--- config.mk ---
export PLATFORM = sky130hd
export DESIGN_NAME = sd_spi_controller
export DESIGN_NICKNAME = d
export VERILOG_FILES = /design/src/rtl/sd_spi_controller.sv
export SDC_FILE = /design/constraint.sdc
export NUM_CORES = 1
export LEC_CHECK = 0
export CAP_MARGIN = 0
export CORE_AREA = 10 10 92 94
export DETAILED_ROUTE_END_ITERATION = 8
export DIE_AREA = 0 0 102 104
export PLACE_DENSITY = 0.72
export SETUP_SLACK_MARGIN = 0.2
export SLEW_MARGIN = 10
export SYNTH_ARGS = -nofsm -noshare
export SYNTH_HDL_FRONTEND = slang
export SYNTH_SLANG_ARGS = --single-unit
--- constraint.sdc ---
create_clock -name clock -period 2.4 [get_ports clock]
set_clock_uncertainty 0.1 [all_clocks]
set_input_delay 0.24 -clock clock [delete_from_list [all_inputs] [get_ports clock]]
set_output_delay 0.24 -clock clock [all_outputs]
set_load 0.05 [all_outputs]
--- src/rtl/sd_spi_controller.sv ---
`default_nettype none
// ============================================================================
// Module      : sd_spi_controller
// Description : CPU-port SPI master for SD cards. Provides a TX holding
//               register, an RX register, slow/fast SCLK selection, two
//               card selects and a status byte. One byte per transfer,
//               MSB first, SPI mode 0 (SCLK idle low, MISO sampled on the
//               rising SCLK edge).
// Ports       : clock             - system clock
//               reset_n           - asynchronous active-low reset
//               cpuDataOut[7:0]   - CPU write data
//               DataToSD_cs       - write TX holding register
//               DataFmSD_cs       - read RX register
//               SD_Clk_cs         - write speed (D0=1 fast)
//               SD_Card_select_cs - write card select (D0 card A, D1 card B)
//               SD_status_cs      - read status
//               SDWrite_cs        - start transfer of TX holding register
//               SDRead_cs         - start transfer of 0xFF
//               spi_miso          - SD data in
//               sdDataIn[7:0]     - CPU read data
//               spi_sclk          - SPI clock
//               spi_mosi          - SPI data out
//               sd_cs_a_n         - card A select, active low
//               sd_cs_b_n         - card B select, active low
//               busy              - transfer in progress
// Revision    : 1.0 - initial release
// ============================================================================
module sd_spi_controller #(
    parameter int SLOW_DIV = 124,
    parameter int FAST_DIV = 1
) (
    input  logic       clock,
    input  logic       reset_n,
    input  logic [7:0] cpuDataOut,
    input  logic       DataToSD_cs,
    input  logic       DataFmSD_cs,
    input  logic       SD_Clk_cs,
    input  logic       SD_Card_select_cs,
    input  logic       SD_status_cs,
    input  logic       SDWrite_cs,
    input  logic       SDRead_cs,
    input  logic       spi_miso,
    output logic [7:0] sdDataIn,
    output logic       spi_sclk,
    output logic       spi_mosi,
    output logic       sd_cs_a_n,
    output logic       sd_cs_b_n,
    output logic       busy
);

    localparam int c_MAX_DIV = (SLOW_DIV > FAST_DIV) ? SLOW_DIV : FAST_DIV;
    localparam int c_DIV_W   = (c_MAX_DIV < 2) ? 1 : $clog2(c_MAX_DIV + 1);
    localparam logic [c_DIV_W-1:0] c_SLOW = c_DIV_W'(SLOW_DIV);
    localparam logic [c_DIV_W-1:0] c_FAST = c_DIV_W'(FAST_DIV);

    typedef enum logic [1:0] {
        IDLE = 2'd0,
        LOW  = 2'd1,
        HIGH = 2'd2,
        DONE = 2'd3
    } state_t;

    // Previous-cycle copies of the write/start chip selects
    logic r_dataToSdPrev;
    logic r_clkSelPrev;
    logic r_cardSelPrev;
    logic r_writePrev;
    logic r_readPrev;

    // Configuration registers
    logic [7:0] r_txHold;
    logic       r_fast;
    logic       r_csAN;
    logic       r_csBN;

    // Transfer engine
    state_t             r_state;
    logic [c_DIV_W-1:0] r_curDiv;
    logic [c_DIV_W-1:0] r_divCnt;
    logic [2:0]         r_bitCnt;
    logic [7:0]         r_txShift;
    logic [7:0]         r_rxShift;
    logic [7:0]         r_rx;
    logic               r_sclk;
    logic               r_mosi;
    logic               r_busy;

    logic       w_txLoad;
    logic       w_clkLoad;
    logic       w_cardLoad;
    logic       w_writeStart;
    logic       w_readStart;
    logic [7:0] w_status;

    // Each chip select is a level lasting a whole I/O cycle; act only on
    // its first clock.
    assign w_txLoad     = DataToSD_cs       & ~r_dataToSdPrev;
    assign w_clkLoad    = SD_Clk_cs         & ~r_clkSelPrev;
    assign w_cardLoad   = SD_Card_select_cs & ~r_cardSelPrev;
    assign w_writeStart = SDWrite_cs        & ~r_writePrev;
    assign w_readStart  = SDRead_cs         & ~r_readPrev;

    always_ff @(posedge clock or negedge reset_n) begin
        if (!reset_n) begin
            r_dataToSdPrev <= 1'b0;
            r_clkSelPrev   <= 1'b0;
            r_cardSelPrev  <= 1'b0;
            r_writePrev    <= 1'b0;
            r_readPrev     <= 1'b0;
        end else begin
            r_dataToSdPrev <= DataToSD_cs;
            r_clkSelPrev   <= SD_Clk_cs;
            r_cardSelPrev  <= SD_Card_select_cs;
            r_writePrev    <= SDWrite_cs;
            r_readPrev     <= SDRead_cs;
        end
    end

    // Configuration writes are accepted at any time, busy or not. The
    // holding register is separate from the shifter, so a write here never
    // disturbs a byte already being shifted out.
    always_ff @(posedge clock or negedge reset_n) begin
        if (!reset_n) begin
            r_txHold <= 8'hFF;
            r_fast   <= 1'b0;
            r_csAN   <= 1'b1;
            r_csBN   <= 1'b1;
        end else begin
            if (w_txLoad) begin
                r_txHold <= cpuDataOut;
            end
            if (w_clkLoad) begin
                r_fast <= cpuDataOut[0];
            end
            if (w_cardLoad) begin
                // Only a single selected card is meaningful; 00 and 11
                // both deselect everything.
                r_csAN <= ~(cpuDataOut[1:0] == 2'b01);
                r_csBN <= ~(cpuDataOut[1:0] == 2'b10);
            end
        end
    end

    // Transfer FSM. SCLK, MOSI and busy are registered here so the pins
    // are glitch-free.
    always_ff @(posedge clock or negedge reset_n) begin
        if (!reset_n) begin
            r_state   <= IDLE;
            r_curDiv  <= c_SLOW;
            r_divCnt  <= '0;
            r_bitCnt  <= 3'd0;
            r_txShift <= 8'hFF;
            r_rxShift <= 8'hFF;
            r_rx      <= 8'hFF;
            r_sclk    <= 1'b0;
            r_mosi    <= 1'b1;
            r_busy    <= 1'b0;
        end else begin
            case (r_state)
                IDLE: begin
                    // A simultaneous write and read start is a write.
                    if (w_writeStart || w_readStart) begin
                        r_txShift <= w_writeStart ? r_txHold : 8'hFF;
                        r_mosi    <= w_writeStart ? r_txHold[7] : 1'b1;
                        // Speed is latched here so a mid-transfer speed
                        // change waits for the next byte.
                        r_curDiv  <= r_fast ? c_FAST : c_SLOW;
                        r_divCnt  <= '0;
                        r_bitCnt  <= 3'd0;
                        r_sclk    <= 1'b0;
                        r_busy    <= 1'b1;
                        r_state   <= LOW;
                    end
                end
                LOW: begin
                    if (r_divCnt == r_curDiv) begin
                        // Sample MISO on the clock that raises SCLK.
                        r_divCnt  <= '0;
                        r_rxShift <= {r_rxShift[6:0], spi_miso};
                        r_sclk    <= 1'b1;
                        r_state   <= HIGH;
                    end else begin
                        r_divCnt <= r_divCnt + 1'b1;
                    end
                end
                HIGH: begin
                    if (r_divCnt == r_curDiv) begin
                        r_divCnt  <= '0;
                        r_txShift <= {r_txShift[6:0], 1'b1};
                        r_sclk    <= 1'b0;
                        if (r_bitCnt == 3'd7) begin
                            r_mosi  <= 1'b1;
                            r_state <= DONE;
                        end else begin
                            // Next bit goes out with the falling SCLK edge.
                            r_bitCnt <= r_bitCnt + 3'd1;
                            r_mosi   <= r_txShift[6];
                            r_state  <= LOW;
                        end
                    end else begin
                        r_divCnt <= r_divCnt + 1'b1;
                    end
                end
                DONE: begin
                    r_rx    <= r_rxShift;
                    r_mosi  <= 1'b1;
                    r_busy  <= 1'b0;
                    r_state <= IDLE;
                end
                default: begin
                    r_state <= IDLE;
                end
            endcase
        end
    end

    assign w_status = {4'b0000, r_fast, ~r_csBN, ~r_csAN, r_busy};

    always_comb begin
        sdDataIn = 8'h00;
        if (DataFmSD_cs) begin
            sdDataIn = r_rx;
        end else if (SD_status_cs) begin
            sdDataIn = w_status;
        end
    end

    assign spi_sclk  = r_sclk;
    assign spi_mosi  = r_mosi;
    assign sd_cs_a_n = r_csAN;
    assign sd_cs_b_n = r_csBN;
    assign busy      = r_busy;

endmodule
`default_nettype wire

Word level (Yosys, flattened, before mapping)
Cells that the tools add are included.

storage, ports and cells
  register bits after elaboration = 61
  output and inout port bits = 13
  word-level logic and storage cells = 93

cells by class
  $add $sub $neg = 2
  equality and inequality tests = 11
  muxes and demuxes = 30
  bitwise operators = 14
  reductions and logical operators = 17

operators by type and width
  kind                 count
  $mux 7               6
  $pmux 7 s2           2
  $mux 3               3
  $not 1->1            9
  $reduce_and 3->1     3
  $mux 1               8
  $mux 2               4
  $mux 8               1
  $ne 2x2->1 const B   4
  $pmux 2 s4           1
  $reduce_and 2->1     4
  $reduce_and 4->1     2
  $add 7x1->7 const B  1
  $eq 7x7->1           1
  $eq 2x2->1 const B   3
  $pmux 1 s3           2
  $pmux 3 s2           1
  $reduce_bool 2->1    3
  $reduce_bool 3->1    2
  $and 1x1->1          5
  $eq 2x1->1 const B   2
  $mux 4               1
  $add 3x1->3 const B  1
  $eq 3x3->1 const B   1
  4 further kinds      4

Depth between registers and ports, before layout
Gate-level depths: netlist of the first run.

  depth in word-level cells = 5
  mapped depth = 7
  depth with buffers taken out = 7

Worst setup path after synthesis of the first run
OpenSTA, ideal clock, no wires.

  path kind = reg2out
  start point = register r_busy, in the netlist busy
  end point = output port sdDataIn[0]
  data arrival time = 1.846 ns
  path slack = 0.214 ns
  stages on the path, launching flop included = 3
  path buffers = 0
  cell sequence = dfrtp_1 inv_1 o21ai_0

between the ends
  word-level cells in the longest chain between the ends = 2

RTL lines
  item                    RTL line  source
  start, declared         86        logic r_busy;
  start signal, assigned  157       r_busy <= 1'b0;
  start signal, assigned  171       r_busy <= 1'b1;
  start signal, assigned  207       r_busy <= 1'b0;
  $mux 4                  223       end else if (SD_status_cs) begin
  $mux 8                  221       if (DataFmSD_cs) begin
  end, declared           43        output logic [7:0] sdDataIn,

No other way between the ends.

Final worst setup path of the first run
  start point = register r_state[0]
  end point = register r_txShift[1]

between the ends
  word-level cells in the longest chain between the ends = 3
  elaborated cells on any way between the ends = 7
  those cells by class = eq/ne: 3; mux: 1; reduce/logical: 3

RTL lines
  item                                                              RTL line  source
  start, declared                                                   77        state_t r_state;
  start signal, assigned                                            148       r_state <= IDLE;
  start signal, assigned                                            172       r_state <= LOW;
  start signal, assigned                                            181       r_state <= HIGH;
  $eq 2x2->1 or $logic_not 2->1 (tied branches)                     159       case (r_state)
  $ne 2x2->1 (no source line) or $reduce_bool 2->1 (tied branches)  n/a
  $reduce_and 3->1 (no source line)                                 n/a
  end signal, assigned                                              163       r_txShift <= w_writeStart ? r_txHold : 8'hFF;
  end signal, assigned                                              189       r_txShift <= {r_txShift[6:0], 1'b1};
  end, declared                                                     81        logic [7:0] r_txShift;

Several ways; a longest one is shown, not always the timed one.
A chain may end at the register's enable or synchronous reset.

==> run_summary.xml, run 1 <==
<?xml version="1.0" encoding="UTF-8"?>
<metrics>
  <group name="synth">
    <metric name="synth_adder_area_share" unit="">0.0381</metric>
    <metric name="synth.area.mux_share" unit="">0.139</metric>
    <metric name="synth_cells" unit="">226</metric>
    <metric name="proportion_of_synthesized_flip_flops_having_asynchronous_set_or_reset" unit="">1.00</metric>
    <metric name="synth_cell_type_count" unit="">40</metric>
    <metric name="synthXorXnorAreaFrac" unit="">0.0167</metric>
    <metric name="ys_ff_latch" unit="">56</metric>
    <metric name="syn_area_per_cell" unit="sq um">11.6</metric>
    <metric name="ys.warnings.count" unit="">0</metric>
    <metric name="postSynth.topFlopCell" unit="">sky130_fd_sc_hd__dfstp_2</metric>
    <metric name="netlist_area" unit="sq mm">0.00263</metric>
    <metric name="synth_enable_flop_cells" unit="">0</metric>
    <metric name="combinational_family_with_the_most_area_after_synthesis" unit="">multiplexers</metric>
    <metric name="synthSimpleGateAreaFrac" unit="">0.131</metric>
    <metric name="synth-compound-area-share" unit="">0.0971</metric>
    <metric name="synth.net_count" unit="">252</metric>
    <metric name="ys_seq_area_frac" unit="">0.550</metric>
  </group>
  <group name="finish">
    <metric name="layout.nets" unit="">291</metric>
    <metric name="areaGrowthSynthToFinish" unit="%">20.9</metric>
    <metric name="antennaDiodeCount" unit="">0</metric>
    <metric name="postLayoutCoreUtil" unit="">0.476</metric>
    <metric name="share_of_post_route_cells_with_drive_strength_above_1" unit="">0.361</metric>
    <metric name="n_fill_cell" unit="">607</metric>
    <metric name="final_cell_mix" unit="">sky130_fd_sc_hd__dfstp_2, sky130_fd_sc_hd__mux2_2, sky130_fd_sc_hd__dfrtp_1, sky130_fd_sc_hd__clkdlybuf4s50_1, sky130_fd_sc_hd__nand2_1</metric>
    <metric name="most_common_cell_after_layout_fill_and_taps_aside" unit="">sky130_fd_sc_hd__dfstp_2</metric>
  </group>
  <group name="routing">
    <metric name="routed_wl" unit="um">5010</metric>
    <metric name="detailroute.via_count" unit="">1747</metric>
    <metric name="detailedRoute.firstIterationViolations" unit="">65</metric>
    <metric name="route.antenna.remaining_nets" unit="">0</metric>
    <metric name="wire_per_inst" unit="um">14.5</metric>
    <metric name="firstDrtPassIters" unit="">4</metric>
    <metric name="routed_via_density" unit="">5.05</metric>
    <metric name="route.detailed.drc" unit="">0</metric>
  </group>
  <group name="min_path">
    <metric name="hold_path.class" unit="">input port to register</metric>
    <metric name="hold_depth" unit="">1</metric>
    <metric name="holdPathEnd" unit="">r_cardSelPrev</metric>
    <metric name="worstHoldStart" unit="">SD_Card_select_cs</metric>
  </group>
  <group name="pwr">
    <metric name="internal_power" unit="mW">1.29</metric>
    <metric name="pwr-share-clk" unit="">0.309</metric>
    <metric name="worst_ir_drop_vdd" unit="uV">382</metric>
    <metric name="net-switching-power" unit="mW">0.405</metric>
    <metric name="pwr_density_cell" unit="mW/mm^2">532</metric>
    <metric name="power.leakage" unit="nW">1.36</metric>
    <metric name="share_seq_of_total_power" unit="">0.600</metric>
    <metric name="p_sw_frac" unit="">0.240</metric>
    <metric name="finalPower" unit="mW">1.69</metric>
    <metric name="power.combinational.fraction" unit="">0.091</metric>
  </group>
  <group name="timing">
    <metric name="rsz0062_at_grt" unit="">no</metric>
    <metric name="timing_max_transition_violations_final" unit="">0</metric>
    <metric name="timing.final.setup_violations" unit="">0</metric>
    <metric name="setup_tns" unit="ns">0</metric>
    <metric name="hold_viol_final" unit="">0</metric>
    <metric name="timing.max_slew.rel_slack" unit="">0.564</metric>
    <metric name="timing.final.crit_share" unit="">0.861</metric>
    <metric name="worst_pin_slew" unit="ns">0.654</metric>
    <metric name="maxClockFrequency" unit="MHz">484</metric>
    <metric name="period_minus_slack" unit="ns">2.07</metric>
  </group>
  <group name="setup_path">
    <metric name="cp_data_arrival_time" unit="ns">2.21</metric>
    <metric name="timing.rr.start" unit="">r_state[0]</metric>
    <metric name="r2r-end" unit="">r_txShift[1]</metric>
    <metric name="critical_path_startpoint_category" unit="">register</metric>
    <metric name="reg2reg_slack" unit="ns">0.33</metric>
    <metric name="reg2reg_depth" unit="">6</metric>
    <metric name="timing_worst_setup_path_type" unit="">register to register</metric>
    <metric name="end_kind" unit="">register</metric>
    <metric name="timing.critical_path.from" unit="">r_state[0]</metric>
    <metric name="crit_path_max_fanout" unit="">11</metric>
    <metric name="critical_path_required" unit="ns">2.54</metric>
  </group>
  <group name="die">
    <metric name="die_h" unit="um">104</metric>
    <metric name="core_area" unit="sq mm">0.00668</metric>
    <metric name="fp-row-count" unit="">30</metric>
    <metric name="starting_utilization_of_the_core_area" unit="">0.393</metric>
    <metric name="die_width" unit="um">102</metric>
    <metric name="fp.dieArea" unit="sq mm">0.0106</metric>
    <metric name="ios" unit="">31</metric>
  </group>
  <group name="placement">
    <metric name="io_buffers" unit="">30</metric>
    <metric name="gp_congestion" unit="">0.778</metric>
    <metric name="dp.final_hpwl" unit="um">3820</metric>
  </group>
  <group name="grt">
    <metric name="globalRouteOverflowTotal" unit="">0</metric>
    <metric name="grt_pass1_vias" unit="">1807</metric>
    <metric name="gr-usage-all-layers" unit="">0.0977</metric>
    <metric name="maximum_number_of_pins_on_one_net_before_global_route_repair" unit="">31</metric>
    <metric name="grt_first_pass_wirelength" unit="um">8530</metric>
    <metric name="antenna_found_initial" unit="">0</metric>
  </group>
  <group name="run">
    <metric name="timing.max_cap.violations" unit="">0</metric>
  </group>
  <group name="cts">
    <metric name="clock-sinks" unit="">56</metric>
    <metric name="cts.root.buffer_cell" unit="">sky130_fd_sc_hd__clkbuf_8</metric>
    <metric name="tritoncts.num_buffers" unit="">5</metric>
    <metric name="clock_latency" unit="ns">0.30</metric>
    <metric name="cts_buffer_depth" unit="">2</metric>
    <metric name="cts_tree" unit="">yes</metric>
    <metric name="htree_levels" unit="">2</metric>
    <metric name="postCtsSetupBuffers" unit="">0</metric>
    <metric name="path_clk_slew" unit="ns">0.10</metric>
  </group>
  <group name="run_status">
    <metric name="outcome" unit="">finished clean</metric>
  </group>
</metrics>
==> timing repair <==
action,4_1_cts,5_1_grt
gates resized for setup,1,3
hold endpoints to repair,10,0
hold buffers,1,0
setup endpoints to repair,1,2
pin swaps,0,0
==> cells by family after synthesis <==
kind of cell               Yosys count
AOI/OAI and AO/OA                   40
xor gates and xnor gates             5
adders and majority gates            8
buffers and inverters               17
DFF                                 56
muxes                               33
and+or+nand+nor                     67
==> per-layer routing <==
| metal | vias up | GRT usage | part of all wire |
|---|---|---|---|
| met1 | 844 | 0.124 | 0.45 |
| li1 | 863 | - | - |
| met5 | - | 0 | 0 |
| met4 | 0 | 0.0302 | 0.014 |
| met2 | 34 | 0.153 | 0.48 |
| met3 | 6 | 0.0312 | 0.052 |
==> worst max path at each step <==
stage | depth (start not counted) | slack (ns) | to
2_1_floorplan | 2 | 0.21 | sdDataIn[0]
3_3_place_gp | 5 | 0.33 | r_txShift[1]
3_5_place_dp | 5 | 0.22 | r_bitCnt[1]
4_1_cts | 5 | 0.32 | r_bitCnt[1]
5_1_grt | 6 | 0.19 | r_txShift[1]
6_report | 6 | 0.33 | r_txShift[1]
==> power by group through the flow <==
stage	logic, mW	registers, mW	clock network [mW]
floorplan	0.0586	1.04	0
global placement	0.153	1.03	0
detailed placement	0.155	1.03	0
CTS	0.157	1.02	0.549
global route	0.169	1.02	0.588
finish	0.154	1.01	0.523
==> state kept, by name, summed over array words and instances, names as in the netlist <==
name	count
sd_cs_a_n	1
r_divCnt	7
spi_sclk	1
r_writePrev	1
r_fast	1
r_rxShift	8
spi_mosi	1
busy	1
r_state	2
r_readPrev	1
r_curDiv	2
r_cardSelPrev	1
r_clkSelPrev	1
r_txShift	7
r_dataToSdPrev	1
r_rx	8
r_bitCnt	3
r_txHold	8
sd_cs_b_n	1
==> worst max-delay path, stage by stage (launching register included) <==
cell                      delay [ns]
sky130_fd_sc_hd__dfrtp_1        0.44
sky130_fd_sc_hd__inv_1          0.18
sky130_fd_sc_hd__ha_1           0.31
sky130_fd_sc_hd__nand3_1        0.13
sky130_fd_sc_hd__o21ai_1        0.22
sky130_fd_sc_hd__or2_4          0.28
sky130_fd_sc_hd__mux2_2         0.35
==> synthesized netlist by cell type, types with 2 or more instances <==
cell,count,share of area
sky130_fd_sc_hd__and2_1,4,0.0095
sky130_fd_sc_hd__nor2_1,9,0.013
sky130_fd_sc_hd__nand4_1,2,0.0048
sky130_fd_sc_hd__ha_1,8,0.038
sky130_fd_sc_hd__a21oi_1,7,0.013
sky130_fd_sc_hd__dfstp_2,35,0.35
sky130_fd_sc_hd__dfrtp_1,21,0.20
sky130_fd_sc_hd__o2bb2ai_1,2,0.0067
sky130_fd_sc_hd__clkbuf_1,3,0.0043
sky130_fd_sc_hd__mux2_2,27,0.12
sky130_fd_sc_hd__o21ai_0,17,0.032
sky130_fd_sc_hd__mux2i_1,6,0.023
sky130_fd_sc_hd__nor3_1,3,0.0057
sky130_fd_sc_hd__inv_1,11,0.016
sky130_fd_sc_hd__nand2b_1,6,0.014
sky130_fd_sc_hd__nor2b_1,4,0.0095
sky130_fd_sc_hd__and3_1,2,0.0048
sky130_fd_sc_hd__xnor2_1,2,0.0067
sky130_fd_sc_hd__o311ai_1,2,0.0067
sky130_fd_sc_hd__nand3_1,8,0.015
sky130_fd_sc_hd__and2_2,2,0.0057
sky130_fd_sc_hd__o22ai_1,6,0.014
sky130_fd_sc_hd__nand2_1,20,0.029
sky130_fd_sc_hd__xor2_1,3,0.010
==> layout make-up <==
cell class | instances | area (sq um) | area share
multi-input combinational | 153 | 1130 | 0.355
timing repair buffer | 37 | 368 | 0.116
tap | 80 | 100 | 0.0315
sequential | 56 | 1450 | 0.455
clock buffer | 5 | 68.8 | 0.0216
clock inverter | 3 | 25.0 | 0.00787
inverter | 12 | 45.0 | 0.0142
==> per-stage QoR <==
step / hold WS (ns) / setup WS, ns / cells / cell area [sq um]
2_1_floorplan: -0.156 / 0.214 / 226 / 2630
3_3_place_gp: 0.209 / 0.335 / 337 / 3060
3_5_place_dp: 0.199 / 0.222 / 337 / 3060
4_1_cts: 0.277 / 0.316 / 346 / 3160
5_1_grt: 0.273 / 0.193 / 346 / 3180
6_report: 0.290 / 0.333 / 346 / 3180
(Power assumes the default switching activity.)
==> run 2: changes to the inputs <==
--- a/config.mk
+++ b/config.mk
@@ -7,6 +7,7 @@
 export LEC_CHECK = 0
 export CAP_MARGIN = 0
 export CORE_AREA = 10 10 92 94
+export CTS_CLUSTER_DIAMETER = 120
 export DETAILED_ROUTE_END_ITERATION = 8
 export DIE_AREA = 0 0 102 104
 export PLACE_DENSITY = 0.72
==> results of run 2 <==
The final DEF is identical to that of run 1; final timing and power are the same.
